==> src/rtl/mem_pkg.sv <==
// Shared definitions for the stalling memory stage: funct3 encodings,
// FSM state type, access-size decode and the alignment/legality helpers.
package mem_pkg;

    localparam logic [2:0] F3_LB  = 3'b000;
    localparam logic [2:0] F3_LH  = 3'b001;
    localparam logic [2:0] F3_LW  = 3'b010;
    localparam logic [2:0] F3_LD  = 3'b011;
    localparam logic [2:0] F3_LBU = 3'b100;
    localparam logic [2:0] F3_LHU = 3'b101;
    localparam logic [2:0] F3_LWU = 3'b110;
    localparam logic [2:0] F3_SB  = 3'b000;
    localparam logic [2:0] F3_SH  = 3'b001;
    localparam logic [2:0] F3_SW  = 3'b010;
    localparam logic [2:0] F3_SD  = 3'b011;

    typedef enum logic [1:0] {IDLE, REQ, WAIT, DONE} mem_state_t;
    typedef enum logic [1:0] {SZ_BYTE, SZ_HALF, SZ_WORD, SZ_DOUBLE} mem_size_t;

    // The low two funct3 bits encode the access size for loads and stores alike.
    function automatic mem_size_t size_decode(input logic [2:0] funct3);
        return mem_size_t'(funct3[1:0]);
    endfunction

    function automatic logic is_misaligned(input mem_size_t size, input logic [2:0] low);
        logic bad;
        case (size)
            SZ_BYTE: bad = 1'b0;
            SZ_HALF: bad = low[0];
            SZ_WORD: bad = |low[1:0];
            default: bad = |low;
        endcase
        return bad;
    endfunction

    // Encodings with no meaning for the configured width are reported as
    // misaligned so the op retires without touching the bus.
    function automatic logic is_illegal(input logic [2:0] funct3, input logic is_store, input int xlen);
        logic bad;
        bad = (funct3 == 3'b111) || (is_store && funct3[2]);
        if (xlen == 32) begin
            bad = bad || (funct3 == F3_LD) || (funct3 == F3_LWU);
        end
        return bad;
    endfunction

endpackage

==> src/rtl/mem_stage_stall_if.sv <==
// Variable-latency data bus between the memory stage (master) and memory (slave).
// Ports: req/we/addr/be/wdata from master; gnt/rvalid/rdata/err from slave.
interface mem_stage_stall_if #(
    parameter int XLEN   = 32,
    parameter int ADDR_W = 32
);
    logic              req;
    logic              we;
    logic [ADDR_W-1:0] addr;
    logic [XLEN/8-1:0] be;
    logic [XLEN-1:0]   wdata;
    logic              gnt;
    logic              rvalid;
    logic [XLEN-1:0]   rdata;
    logic              err;

    modport master (output req, we, addr, be, wdata, input gnt, rvalid, rdata, err);
    modport slave  (input req, we, addr, be, wdata, output gnt, rvalid, rdata, err);
endinterface

==> src/rtl/mem_lane_ext.sv <==
// Combinational lane logic: byte enables and store-data replication for the
// access being issued, plus load extension of returned data for the access
// in flight.
// Ports: st_* describe the issuing access, ld_* the outstanding one,
// rdata is raw bus data; be/wdata/load_ext are the results.
module mem_lane_ext
    import mem_pkg::*;
#(
    parameter int XLEN = 32,
    localparam int NB = XLEN / 8,
    localparam int OFF_W = $clog2(NB)
) (
    input  logic [2:0]       st_funct3,
    input  logic [OFF_W-1:0] st_off,
    input  logic [XLEN-1:0]  st_data,
    input  logic [2:0]       ld_funct3,
    input  logic [OFF_W-1:0] ld_off,
    input  logic [XLEN-1:0]  rdata,
    output logic [NB-1:0]    be,
    output logic [XLEN-1:0]  wdata,
    output logic [XLEN-1:0]  load_ext
);

    logic [XLEN-1:0] shifted;

    // Byte enables sit at the byte offset inside the bus word.
    always_comb begin
        be = '0;
        case (size_decode(st_funct3))
            SZ_BYTE: be = NB'(1) << st_off;
            SZ_HALF: be = NB'(3) << st_off;
            SZ_WORD: be = NB'(15) << st_off;
            default: be = '1;
        endcase
    end

    // Store data is replicated into every lane; the enables pick the right one.
    always_comb begin
        wdata = st_data;
        case (st_funct3)
            F3_SB:   wdata = {NB{st_data[7:0]}};
            F3_SH:   wdata = {(NB / 2){st_data[15:0]}};
            F3_SW:   wdata = {(NB / 4){st_data[31:0]}};
            F3_SD:   wdata = st_data;
            default: wdata = st_data;
        endcase
    end

    // Bring the addressed lane down to bit 0, then sign- or zero-extend.
    always_comb begin
        shifted  = rdata >> {ld_off, 3'b000};
        load_ext = shifted;
        case (ld_funct3)
            F3_LB:   load_ext = XLEN'($signed(shifted[7:0]));
            F3_LH:   load_ext = XLEN'($signed(shifted[15:0]));
            F3_LW:   load_ext = XLEN'($signed(shifted[31:0]));
            F3_LBU:  load_ext = XLEN'(shifted[7:0]);
            F3_LHU:  load_ext = XLEN'(shifted[15:0]);
            F3_LWU:  load_ext = XLEN'(shifted[31:0]);
            F3_LD:   load_ext = shifted;
            default: load_ext = shifted;
        endcase
    end

endmodule

==> src/rtl/mem_stage_stall.sv <==
// Pipeline memory stage driving a variable-latency bus. Stalls upstream while
// an access is outstanding, reports misalignment, bus errors and timeouts.
// Ports: clk/rst_n; EX/MEM inputs (in_valid, flush, control, operands);
// MEM/WB outputs (out_valid, pass-throughs, load_data, misalign_o,
// bus_err_o); stall_o to the hazard unit; dbus master interface.
module mem_stage_stall
    import mem_pkg::*;
#(
    parameter int XLEN    = 32,
    parameter int ADDR_W  = 32,
    parameter int TIMEOUT = 64
) (
    input  logic            clk,
    input  logic            rst_n,
    input  logic            in_valid,
    input  logic            flush,
    input  logic            mem_read,
    input  logic            mem_write,
    input  logic [2:0]      funct3,
    input  logic [XLEN-1:0] alu_result,
    input  logic [XLEN-1:0] write_data,
    input  logic            reg_write_in,
    input  logic [1:0]      result_src_in,
    input  logic [4:0]      rd_in,
    input  logic [XLEN-1:0] pc_plus4_in,
    input  logic [XLEN-1:0] imm_ext_in,
    output logic            stall_o,
    output logic            out_valid,
    output logic            reg_write_out,
    output logic [1:0]      result_src_out,
    output logic [4:0]      rd_out,
    output logic [XLEN-1:0] alu_result_out,
    output logic [XLEN-1:0] pc_plus4_out,
    output logic [XLEN-1:0] imm_ext_out,
    output logic [XLEN-1:0] load_data,
    output logic            misalign_o,
    output logic            bus_err_o,
    mem_stage_stall_if.master dbus
);

    localparam int NB    = XLEN / 8;
    localparam int OFF_W = $clog2(NB);
    localparam int CNT_W = (TIMEOUT > 1) ? $clog2(TIMEOUT + 1) : 1;
    localparam logic [CNT_W-1:0] TO_LAST = CNT_W'((TIMEOUT > 0) ? TIMEOUT - 1 : 0);

    mem_state_t        state, state_next;
    logic [ADDR_W-1:0] addr_q;
    logic [NB-1:0]     be_q, be_new;
    logic [XLEN-1:0]   wdata_q, wdata_new, load_q, load_ext;
    logic              we_q, err_q, flushed_q;
    logic [2:0]        funct3_q;
    logic [OFF_W-1:0]  off_q;
    logic [CNT_W-1:0]  cnt_q;
    logic              is_mem, bad_op, timeout_hit;
    logic              start, capture, expire;
    logic              stall_int, valid_int, mis_int, err_int;

    assign is_mem  = in_valid && (mem_read || mem_write);
    assign bad_op  = is_mem && (is_illegal(funct3, mem_write, XLEN) ||
                                is_misaligned(size_decode(funct3), alu_result[2:0]));
    assign timeout_hit = (TIMEOUT != 0) && (cnt_q >= TO_LAST);

    mem_lane_ext #(.XLEN(XLEN)) u_lane (
        .st_funct3 (funct3),
        .st_off    (alu_result[OFF_W-1:0]),
        .st_data   (write_data),
        .ld_funct3 (funct3_q),
        .ld_off    (off_q),
        .rdata     (dbus.rdata),
        .be        (be_new),
        .wdata     (wdata_new),
        .load_ext  (load_ext)
    );

    always_ff @(posedge clk or negedge rst_n) begin
        if (!rst_n) state <= IDLE;
        else        state <= state_next;
    end

    // A grant takes priority over flush in REQ: once the bus has accepted the
    // access its response must still be consumed.
    always_comb begin
        state_next = state;
        start      = 1'b0;
        capture    = 1'b0;
        expire     = 1'b0;
        case (state)
            IDLE: if (is_mem && !flush && !bad_op) begin
                state_next = REQ;
                start      = 1'b1;
            end
            REQ: if (dbus.gnt) begin
                state_next = WAIT;
            end else if (flush) begin
                state_next = IDLE;
            end else if (timeout_hit) begin
                state_next = DONE;
                expire     = 1'b1;
            end
            WAIT: if (dbus.rvalid) begin
                state_next = DONE;
                capture    = 1'b1;
            end else if (timeout_hit) begin
                state_next = DONE;
                expire     = 1'b1;
            end
            DONE:    state_next = IDLE;
            default: state_next = IDLE;
        endcase
    end

    // Request fields are frozen at issue so they stay stable until the grant.
    always_ff @(posedge clk or negedge rst_n) begin
        if (!rst_n) begin
            addr_q    <= '0;
            be_q      <= '0;
            wdata_q   <= '0;
            we_q      <= 1'b0;
            funct3_q  <= '0;
            off_q     <= '0;
            load_q    <= '0;
            err_q     <= 1'b0;
            flushed_q <= 1'b0;
            cnt_q     <= '0;
        end else begin
            if (start) begin
                addr_q    <= {alu_result[ADDR_W-1:OFF_W], {OFF_W{1'b0}}};
                be_q      <= be_new;
                wdata_q   <= wdata_new;
                we_q      <= mem_write;
                funct3_q  <= funct3;
                off_q     <= alu_result[OFF_W-1:0];
                err_q     <= 1'b0;
                flushed_q <= 1'b0;
                cnt_q     <= '0;
            end else begin
                if ((state == REQ && dbus.gnt) || state == WAIT) flushed_q <= flushed_q || flush;
                if (state == REQ || state == WAIT) cnt_q <= cnt_q + CNT_W'(1);
            end
            if (capture) begin
                load_q <= load_ext;
                err_q  <= dbus.err;
            end
            if (expire) begin
                load_q <= '0;
                err_q  <= 1'b1;
            end
        end
    end

    // Non-memory and rejected ops retire combinationally from IDLE; memory ops
    // retire from DONE unless flushed while outstanding.
    always_comb begin
        stall_int = 1'b0;
        valid_int = 1'b0;
        mis_int   = 1'b0;
        err_int   = 1'b0;
        case (state)
            IDLE: begin
                stall_int = start;
                valid_int = in_valid && !flush && (!is_mem || bad_op);
                mis_int   = bad_op && !flush;
            end
            REQ, WAIT: stall_int = 1'b1;
            DONE: begin
                valid_int = !flushed_q && !flush;
                err_int   = !flushed_q && !flush && err_q;
            end
            default: ;
        endcase
    end

    // Reset forces every output low at once, including the pass-throughs.
    assign stall_o        = rst_n && stall_int;
    assign out_valid      = rst_n && valid_int;
    assign misalign_o     = rst_n && mis_int;
    assign bus_err_o      = rst_n && err_int;
    assign reg_write_out  = out_valid && reg_write_in && !misalign_o && !bus_err_o;
    assign result_src_out = rst_n ? result_src_in : '0;
    assign rd_out         = rst_n ? rd_in : '0;
    assign alu_result_out = rst_n ? alu_result : '0;
    assign pc_plus4_out   = rst_n ? pc_plus4_in : '0;
    assign imm_ext_out    = rst_n ? imm_ext_in : '0;
    assign load_data      = load_q;

    assign dbus.req   = (state == REQ);
    assign dbus.we    = we_q;
    assign dbus.addr  = addr_q;
    assign dbus.be    = be_q;
    assign dbus.wdata = wdata_q;

endmodule
==> src/flat_wrapper.sv <==
// flat-port wrapper written by rule: the top's interface ports become plain ports
module mem_stage_stall_flat import mem_pkg::*;
#(
    parameter int XLEN    = 32,
    parameter int ADDR_W  = 32,
    parameter int TIMEOUT = 64
)
  (clk, rst_n, in_valid, flush, mem_read, mem_write, funct3, alu_result, write_data, reg_write_in, result_src_in, rd_in, pc_plus4_in, imm_ext_in, stall_o, out_valid, reg_write_out, result_src_out, rd_out, alu_result_out, pc_plus4_out, imm_ext_out, load_data, misalign_o, bus_err_o, dbus_req, dbus_we, dbus_addr, dbus_be, dbus_wdata, dbus_gnt, dbus_rvalid, dbus_rdata, dbus_err);
  mem_stage_stall_if #(.XLEN(XLEN), .ADDR_W(ADDR_W)) dbus_i ();
  input  logic clk;
  input  logic rst_n;
  input  logic in_valid;
  input  logic flush;
  input  logic mem_read;
  input  logic mem_write;
  input  logic [2:0] funct3;
  input  logic [XLEN-1:0] alu_result;
  input  logic [XLEN-1:0] write_data;
  input  logic reg_write_in;
  input  logic [1:0] result_src_in;
  input  logic [4:0] rd_in;
  input  logic [XLEN-1:0] pc_plus4_in;
  input  logic [XLEN-1:0] imm_ext_in;
  output logic stall_o;
  output logic out_valid;
  output logic reg_write_out;
  output logic [1:0] result_src_out;
  output logic [4:0] rd_out;
  output logic [XLEN-1:0] alu_result_out;
  output logic [XLEN-1:0] pc_plus4_out;
  output logic [XLEN-1:0] imm_ext_out;
  output logic [XLEN-1:0] load_data;
  output logic misalign_o;
  output logic bus_err_o;
  output wire logic [$bits(dbus_i.req)-1:0] dbus_req;
  output wire logic [$bits(dbus_i.we)-1:0] dbus_we;
  output wire logic [$bits(dbus_i.addr)-1:0] dbus_addr;
  output wire logic [$bits(dbus_i.be)-1:0] dbus_be;
  output wire logic [$bits(dbus_i.wdata)-1:0] dbus_wdata;
  input wire logic [$bits(dbus_i.gnt)-1:0] dbus_gnt;
  input wire logic [$bits(dbus_i.rvalid)-1:0] dbus_rvalid;
  input wire logic [$bits(dbus_i.rdata)-1:0] dbus_rdata;
  input wire logic [$bits(dbus_i.err)-1:0] dbus_err;
  assign dbus_req = dbus_i.req;
  assign dbus_we = dbus_i.we;
  assign dbus_addr = dbus_i.addr;
  assign dbus_be = dbus_i.be;
  assign dbus_wdata = dbus_i.wdata;
  assign dbus_i.gnt = dbus_gnt;
  assign dbus_i.rvalid = dbus_rvalid;
  assign dbus_i.rdata = dbus_rdata;
  assign dbus_i.err = dbus_err;
  mem_stage_stall #(.XLEN(XLEN), .ADDR_W(ADDR_W), .TIMEOUT(TIMEOUT)) u_core (.clk(clk), .rst_n(rst_n), .in_valid(in_valid), .flush(flush), .mem_read(mem_read), .mem_write(mem_write), .funct3(funct3), .alu_result(alu_result), .write_data(write_data), .reg_write_in(reg_write_in), .result_src_in(result_src_in), .rd_in(rd_in), .pc_plus4_in(pc_plus4_in), .imm_ext_in(imm_ext_in), .stall_o(stall_o), .out_valid(out_valid), .reg_write_out(reg_write_out), .result_src_out(result_src_out), .rd_out(rd_out), .alu_result_out(alu_result_out), .pc_plus4_out(pc_plus4_out), .imm_ext_out(imm_ext_out), .load_data(load_data), .misalign_o(misalign_o), .bus_err_o(bus_err_o), .dbus(dbus_i));
endmodule
==> config.mk <==
export PLATFORM = sky130hd
export DESIGN_NAME = mem_stage_stall_flat
export DESIGN_NICKNAME = d
export VERILOG_FILES = /design/src/rtl/mem_pkg.sv /design/src/rtl/mem_stage_stall_if.sv /design/src/rtl/mem_lane_ext.sv /design/src/rtl/mem_stage_stall.sv /design/src/flat_wrapper.sv
export SDC_FILE = /design/constraint.sdc
export NUM_CORES = 1
export LEC_CHECK = 0
export ABC_AREA = 1
export ABC_CLOCK_PERIOD_IN_PS = 3150
export BUFFER_PORTS_ARGS = -buffer_cell sky130_fd_sc_hd__buf_2
export CELL_PAD_IN_SITES_DETAIL_PLACEMENT = 0
export CELL_PAD_IN_SITES_GLOBAL_PLACEMENT = 1
export CORE_MARGIN = 1.5
export CORE_UTILIZATION = 29
export DETAILED_ROUTE_END_ITERATION = 8
export GPL_TIMING_DRIVEN = 0
export PLACE_DENSITY_LB_ADDON = 0.15
export SYNTH_ARGS = -nofsm -noshare
export SYNTH_HDL_FRONTEND = slang
export SYNTH_SLANG_ARGS = --single-unit
==> constraint.sdc <==
create_clock -name clk -period 3.15 [get_ports clk]
set_clock_uncertainty 0.05 [all_clocks]
set_input_delay 0.945 -clock clk [delete_from_list [all_inputs] [get_ports clk]]
set_output_delay 0.945 -clock clk [all_outputs]
set_load 0.02 [all_outputs]
==> results.toml, run 1 <==
[power_and_ir_drop]
cellPowerDensity_nw_per_um2 = 846
peakVddDrop_mv = 0.341
p_leak_nw = 6.49
fin_total_pwr_mw = 8.57

[sta]
maxClockFrequency_ghz = 0.319
timing.final.crit_period_ps = 3130
setup_viol = 0
layout_setup_ws_ps = 18.9
hold_viol = 0
maxSlewHeadroom_pct = 54.0
grt_setup_unrepaired = "yes"
finalCritPeriodShare_pct = 99.4
finalMaxSlewViolations = 0
worst_pin_slew_ps = 688

[placed_design]
dp_slack_ps = -1800
hpwl_um = 21100
dpl-instance-area_um2 = 8970
port_buffers = 387
placed_cells = 1660
gp_congestion = 0.866

[route]
vias = 7568
detail-route-antenna-nets = 0
detail_route.wl_per_cell_um = 16.0
dr.pass1.iters = 4
drc_errors = 0
finalWirelength_um = 27400
drtIter0Drc = 299
vias_per_cell = 4.42

[floorplan]
start_util_pct = 29.4
die_w_um = 154
pin_count = 390
die_h_um = 154
rows = 55
die-area_um2 = 23800
core-area_um2 = 22600

[critical_path]
critPathBufInv = 2
r2r_start = "u_core.state[1]$_DFFE_PN0P_"
critPathKind = "primary input to output port"
max_stage_delay_ps = 220
crit_top_cell = "nand2_1"
reg2reg_slack_ps = 900
r2r-end = "u_core.load_data[24]$_DFFE_PN0P_"
cpMaxStageDelayCell = "ha_2"
worstPathArrival_ps = 2140
path_cells = "buf_8, ha_2, nor2_2, nand2_4, nand4_1, nand2_1, nand2_1, nand2_2, nor2_1, buf_4"
path_delay_family = "simple AND/OR/NAND/NOR gates"
critPathLaunchType = "primary input"
reg2reg_depth = 8
crit_path_end_kind = "output port"
worstPathRequired_ps = 2150
worstPathMaxFanout = 5

[layout]
fin_util_pct = 44.9
syn2layout_area_growth_pct = 52.6
finalNonFillerCells = 1711
fin_area_um2 = 10100
n_fill_cell = 2439
drive_above_1_share_pct = 36.2
fin_nets = 1602

[run]
drv_cap = 0

[outcome]
status = "finished clean"

[cts]
cts_made_buffers = 17
cts_max_path_buffers = 2
cts-root-buf = "clkbuf_16"
clkTransAtPathRegs_ps = 50
clk_latency_ps = 410
cts_htree_levels = 4
cts_tree = "done"
cts_sinks = 115

[synthesis]
synthCells = 986
synth_area_um2 = 6640
syn_avg_cell_area_um2 = 6.73
yosys_warnings = 0
synth_area_leader_cell = "dfrtp_1"
synth_seq_cells = 115
ys_types = 31
synthTopCellsByArea = "dfrtp_1 43%, nand2_1 28%, inv_1 7.1%"
synth_top_area_share_pct = 43.4
ys_seq_area_share_pct = 43.4

[hold_path]
hold_path.class = "primary input to async pin"

[global_routing]
grt_start_max_net_pins = 42
grt_overflow = 0
grt_first_pass_wirelength_um = 41100
grt_pass1_vias = 7276
grtUsageTotal_pct = 22.8
antenna_found_initial = 6
-- per-stage QoR --
step                TNS [ps]  hold slack, ps
finish                     0             308
CTS                    -66.5             292
global placement     -337130             405
floorplan                  0             419
global route           -69.6             288
detailed placement   -127700             405
-- cell usage after synthesis, drive strengths merged --
cell / n
dfrtp: 115
inv: 130
mux2i: 7
clkinv: 1
nand3b: 2
nand4: 4
nand2: 490
ha: 12
or2: 1
xnor2: 1
xor2: 3
conb: 1
o21bai: 1
nand3: 39
o21ai: 61
buf: 26
nor2: 33
nor3: 4
clkbuf: 23
nor3b: 1
a21oi: 31
-- how the worst max path moves through the flow --
stage	startpoint	endpoint	slack, ps	depth (start not counted)
floorplan	funct3[0]	stall_o	10	9
global placement	rst_n	pc_plus4_out[14]	-3150	7
detailed placement	rst_n	pc_plus4_out[14]	-1800	8
CTS	funct3[0]	reg_write_out	-50	10
global route	funct3[0]	reg_write_out	-50	13
finish	funct3[0]	reg_write_out	20	10
-- layout make-up --
| class | count | area, µm² | share of cell area [%] |
|---|---|---|---|
| antenna | 3 | 7.51 | 0.0741 |
| multi-input combinational | 692 | 3120 | 30.8 |
| sequential | 115 | 2880 | 28.4 |
| timing repair buffer | 406 | 2270 | 22.5 |
| clock buffer | 19 | 443 | 4.37 |
| buffer | 47 | 340 | 3.36 |
| inverter | 131 | 497 | 4.90 |
| clock inverter | 13 | 206 | 2.04 |
| tap | 285 | 357 | 3.52 |
-- what timing repair did --
action,in CTS,in global routing
cloned,4,0
buffers inserted,6,8
hold buffers,0,0
setup endpoints to repair,108,33
pin swaps,8,13
resized for setup,60,37
hold endpoints to repair,0,0
-- power breakdown --
part           internal [mW]  switching [mW]
sequential              2.13           0.359
clock                   1.42           0.713
combinational           1.34            2.61
-- sequential cells by signal, summed over array words and instances (netlist names) --
register           cells
u_core.load_data      32
u_core.cnt_q           7
u_core.funct3_q        3
u_core.dbus.addr      30
u_core.dbus.wdata     32
u_core.dbus.be         4
u_core.dbus.we         1
u_core.off_q           2
u_core.err_q           1
u_core.state           2
u_core.flushed_q       1
-- layer usage --
layer	GRT usage [%]	part of all wire [%]
met5	0	0.048
met4	7.42	2.2
met3	5.16	5.4
met2	40.2	49
met1	27.6	43
-- worst register-to-register path, stage by stage (launching register included) --
cell and delay, ps:
dfrtp_2 400, inv_1 70, ha_1 220, nand3b_1 120, nand2_1 100, nand3_1 90
o21ai_0 550, clkbuf_1 380, o21ai_0 130
-- layout by cell type, fill, tap and decap left out, types with 2 or more instances in the layout --
master,count
dfrtp_2,2
nand3_2,2
mux2i_1,7
buf_4,25
buf_6,9
buf_2,387
ha_1,7
xor2_1,3
clkbuf_1,12
clkbuf_4,5
nor2_1,22
nand3b_1,2
buf_16,2
o21ai_1,24
dfrtp_1,113
ha_2,3
nor2_2,5
nand2_2,7
nand3_1,37
clkbuf_8,4
clkbuf_2,3
bufbuf_16,4
nand2_1,482
conb_1,2
ha_4,2
clkbuf_16,19
inv_1,120
bufinv_16,5
inv_2,9
a21oi_1,30
nand4_1,3
clkinvlp_4,5
o21ai_0,37
diode_2,3
nor3_1,3
nor2_4,6
clkinv_2,2
-- cells by family after synthesis --
family	after synthesis	synth area share, %
AO/OA/AOI/OAI	93	7.11
flip-flops	115	43.4
XOR/XNOR	4	0.528
buffers and inverters	180	11.4
AND/OR/NAND/NOR	574	34.2
multiplexers	7	1.06
other	1	0.0565
adder cells (fa/ha/maj)	12	2.26
Note: power is estimated with default switching activity, not from simulation.
==> run 2: changes to the inputs <==
--- a/config.mk
+++ b/config.mk
@@ -6,7 +6,7 @@
 export NUM_CORES = 1
 export LEC_CHECK = 0
 export ABC_AREA = 1
-export ABC_CLOCK_PERIOD_IN_PS = 3150
+export ABC_CLOCK_PERIOD_IN_PS = 3100
 export BUFFER_PORTS_ARGS = -buffer_cell sky130_fd_sc_hd__buf_2
 export CELL_PAD_IN_SITES_DETAIL_PLACEMENT = 0
 export CELL_PAD_IN_SITES_GLOBAL_PLACEMENT = 1
==> constraint.sdc (replaced) <==
create_clock -name clk -period 3.1 [get_ports clk]
set_clock_uncertainty 0.05 [all_clocks]
set_input_delay 0.93 -clock clk [delete_from_list [all_inputs] [get_ports clk]]
set_output_delay 0.93 -clock clk [all_outputs]
set_load 0.02 [all_outputs]
==> run 2 against run 1 <==
Worst hold slack improved by 94 ps. Count of clock-buffer cells in the layout is 2 higher. Power fell by 1.3%. Core utilization decreased by 0.28 points. Register-to-register slack got worse by 40 ps.
==> results.toml, run 2 (synthesis gave the netlist of run 1 again) <==
[outcome]
status = "finished clean"

[placed_design]
gp_congestion = 0.889
hpwl_um = 20500
port_buffers = 387

[sta]
setup_viol = 0
finalCritPeriodShare_pct = 99.6
finalMaxSlewViolations = 0
grt_setup_unrepaired = "yes"
maxClockFrequency_ghz = 0.324
worst_pin_slew_ps = 737
timing.final.crit_period_ps = 3090
hold_viol = 0
maxSlewHeadroom_pct = 50.7

[layout]
multi_input_area_um2 = 3140
fin_nets = 1605
final_cell_mix = "487 x nand2_1, 391 x buf_2, 118 x inv_1"
regArea_um2 = 2880
syn2layout_area_growth_pct = 51.7
drive_above_1_share_pct = 36.0
fin_util_pct = 44.6
n_fill_cell = 2396
final_common_cell = "nand2_1"

[global_routing]
grt_overflow = 0
grtUsageTotal_pct = 22.3
grt_start_max_net_pins = 42
grt_pass1_vias = 7246
grt_first_pass_wirelength_um = 40500
antenna_found_initial = 5

[floorplan]
die_h_um = 154
core-area_um2 = 22600
die_w_um = 154
die-area_um2 = 23800
pin_count = 390
start_util_pct = 29.4
rows = 55

[cts]
clk_latency_ps = 420
cts_tree = "done"
cts_htree_levels = 4
cts_made_buffers = 17
cts_max_path_buffers = 2
clkTransAtPathRegs_ps = 60
hold_buffers = 0
cts_sinks = 115
cts-root-buf = "clkbuf_16"

[route]
detail_route.wl_per_cell_um = 15.6
finalWirelength_um = 26700
drtIter0Drc = 371
drc_errors = 0
dr.pass1.iters = 5
vias_per_cell = 4.40
detail-route-antenna-nets = 0
vias = 7542

[critical_path]
worstPathMaxFanout = 4
r2r-end = "u_core.load_data[5]$_DFFE_PN0P_"
critPathBufInv = 3
crit_path_end_kind = "output port"
path_delay_family = "simple AND/OR/NAND/NOR gates"
critPathKind = "primary input to output port"
crit_top_cell = "nand2_1"
max_stage_delay_ps = 140
crit_end = "reg_write_out"
critPathLaunchType = "primary input"
worstPathRequired_ps = 2120
path_cells = "buf_6, inv_4, ha_4, nand2_1, nand2_1, nand2_4, nand4_1, nand2_1, nand2_1, nand2_2, nor2_4, buf_6"
r2r_start = "u_core.state[0]$_DFFE_PN0P_"
cp-startpoint = "funct3[1]"
cp.depth = 12
cpMaxStageDelayCell = "nand4_1"
worstPathArrival_ps = 2110
reg2reg_depth = 8
reg2reg_slack_ps = 860

[run]
drv_cap = 0

[power_and_ir_drop]
p_leak_nw = 6.46
cellPowerDensity_nw_per_um2 = 840
fin_total_pwr_mw = 8.45
peakVddDrop_mv = 0.349

[hold_path]
hold_path.class = "primary input to async pin"
==> run 2: area by class of cell <==
type / instances / area share (%)
clock buffers: 21 / 4.57
diodes: 3 / 0.0746
multi-input cells: 692 / 31.2
repair buffers: 409 / 22.8
clock inverters: 11 / 1.04
flip-flops and latches: 115 / 28.6
well taps: 285 / 3.54
inverters: 131 / 4.99
plain buffers: 47 / 3.13
==> run 2: layer usage <==
metal  part of all wire [%]  global-route usage [%]
met5                  0.049                       0
met4                    1.5                    6.18
met3                    5.7                    4.62
met2                     49                    39.2
met1                     43                    27.8
==> run 2: how the worst min path moves through the flow <==
stage | endpoint | slack (ps) | cells past startpoint
finish | u_core.dbus.addr[21]$_DFFE_PN0N_ | 400 | 1
CTS | u_core.dbus.addr[22]$_DFFE_PN0N_ | 390 | 1
global placement | u_core.load_data[12]$_DFFE_PN0P_ | 400 | 2
detailed placement | u_core.load_data[15]$_DFFE_PN0P_ | 410 | 2
global route | u_core.dbus.addr[23]$_DFFE_PN0N_ | 390 | 1
floorplan | u_core.err_q$_DFFE_PN0P_ | 420 | 2
==> run 2: power by group <==
part           internal [mW]  switching (mW)  leakage (nW)  total [mW]
Sequential              2.16           0.361          1.46        2.52
Combinational           1.39            2.65          4.74        4.04
Clock                   1.15           0.747         0.266        1.89
==> run 2: through the flow <==
stage	setup slack, ps	instances	TNS [ps]	instance area (µm²)	hold WS [ps]
after floorplan	7.26	987	0	6650	419
after global placement	-2900	1659	-329070	8950	404
after detailed placement	-1510	1660	-117270	8980	406
after CTS	-56.1	1707	-115	10000	392
after global routing	-117	1714	-227	10100	394
final	12.6	1714	0	10100	402
==> run 2: what timing repair did <==
item / 4_1_cts / 5_1_grt
pin swaps: 15 / 10
gates cloned: 4 / 0
resized for setup: 72 / 12
setup buffers: 12 / 5
endpoints found under the setup margin: 108 / 4
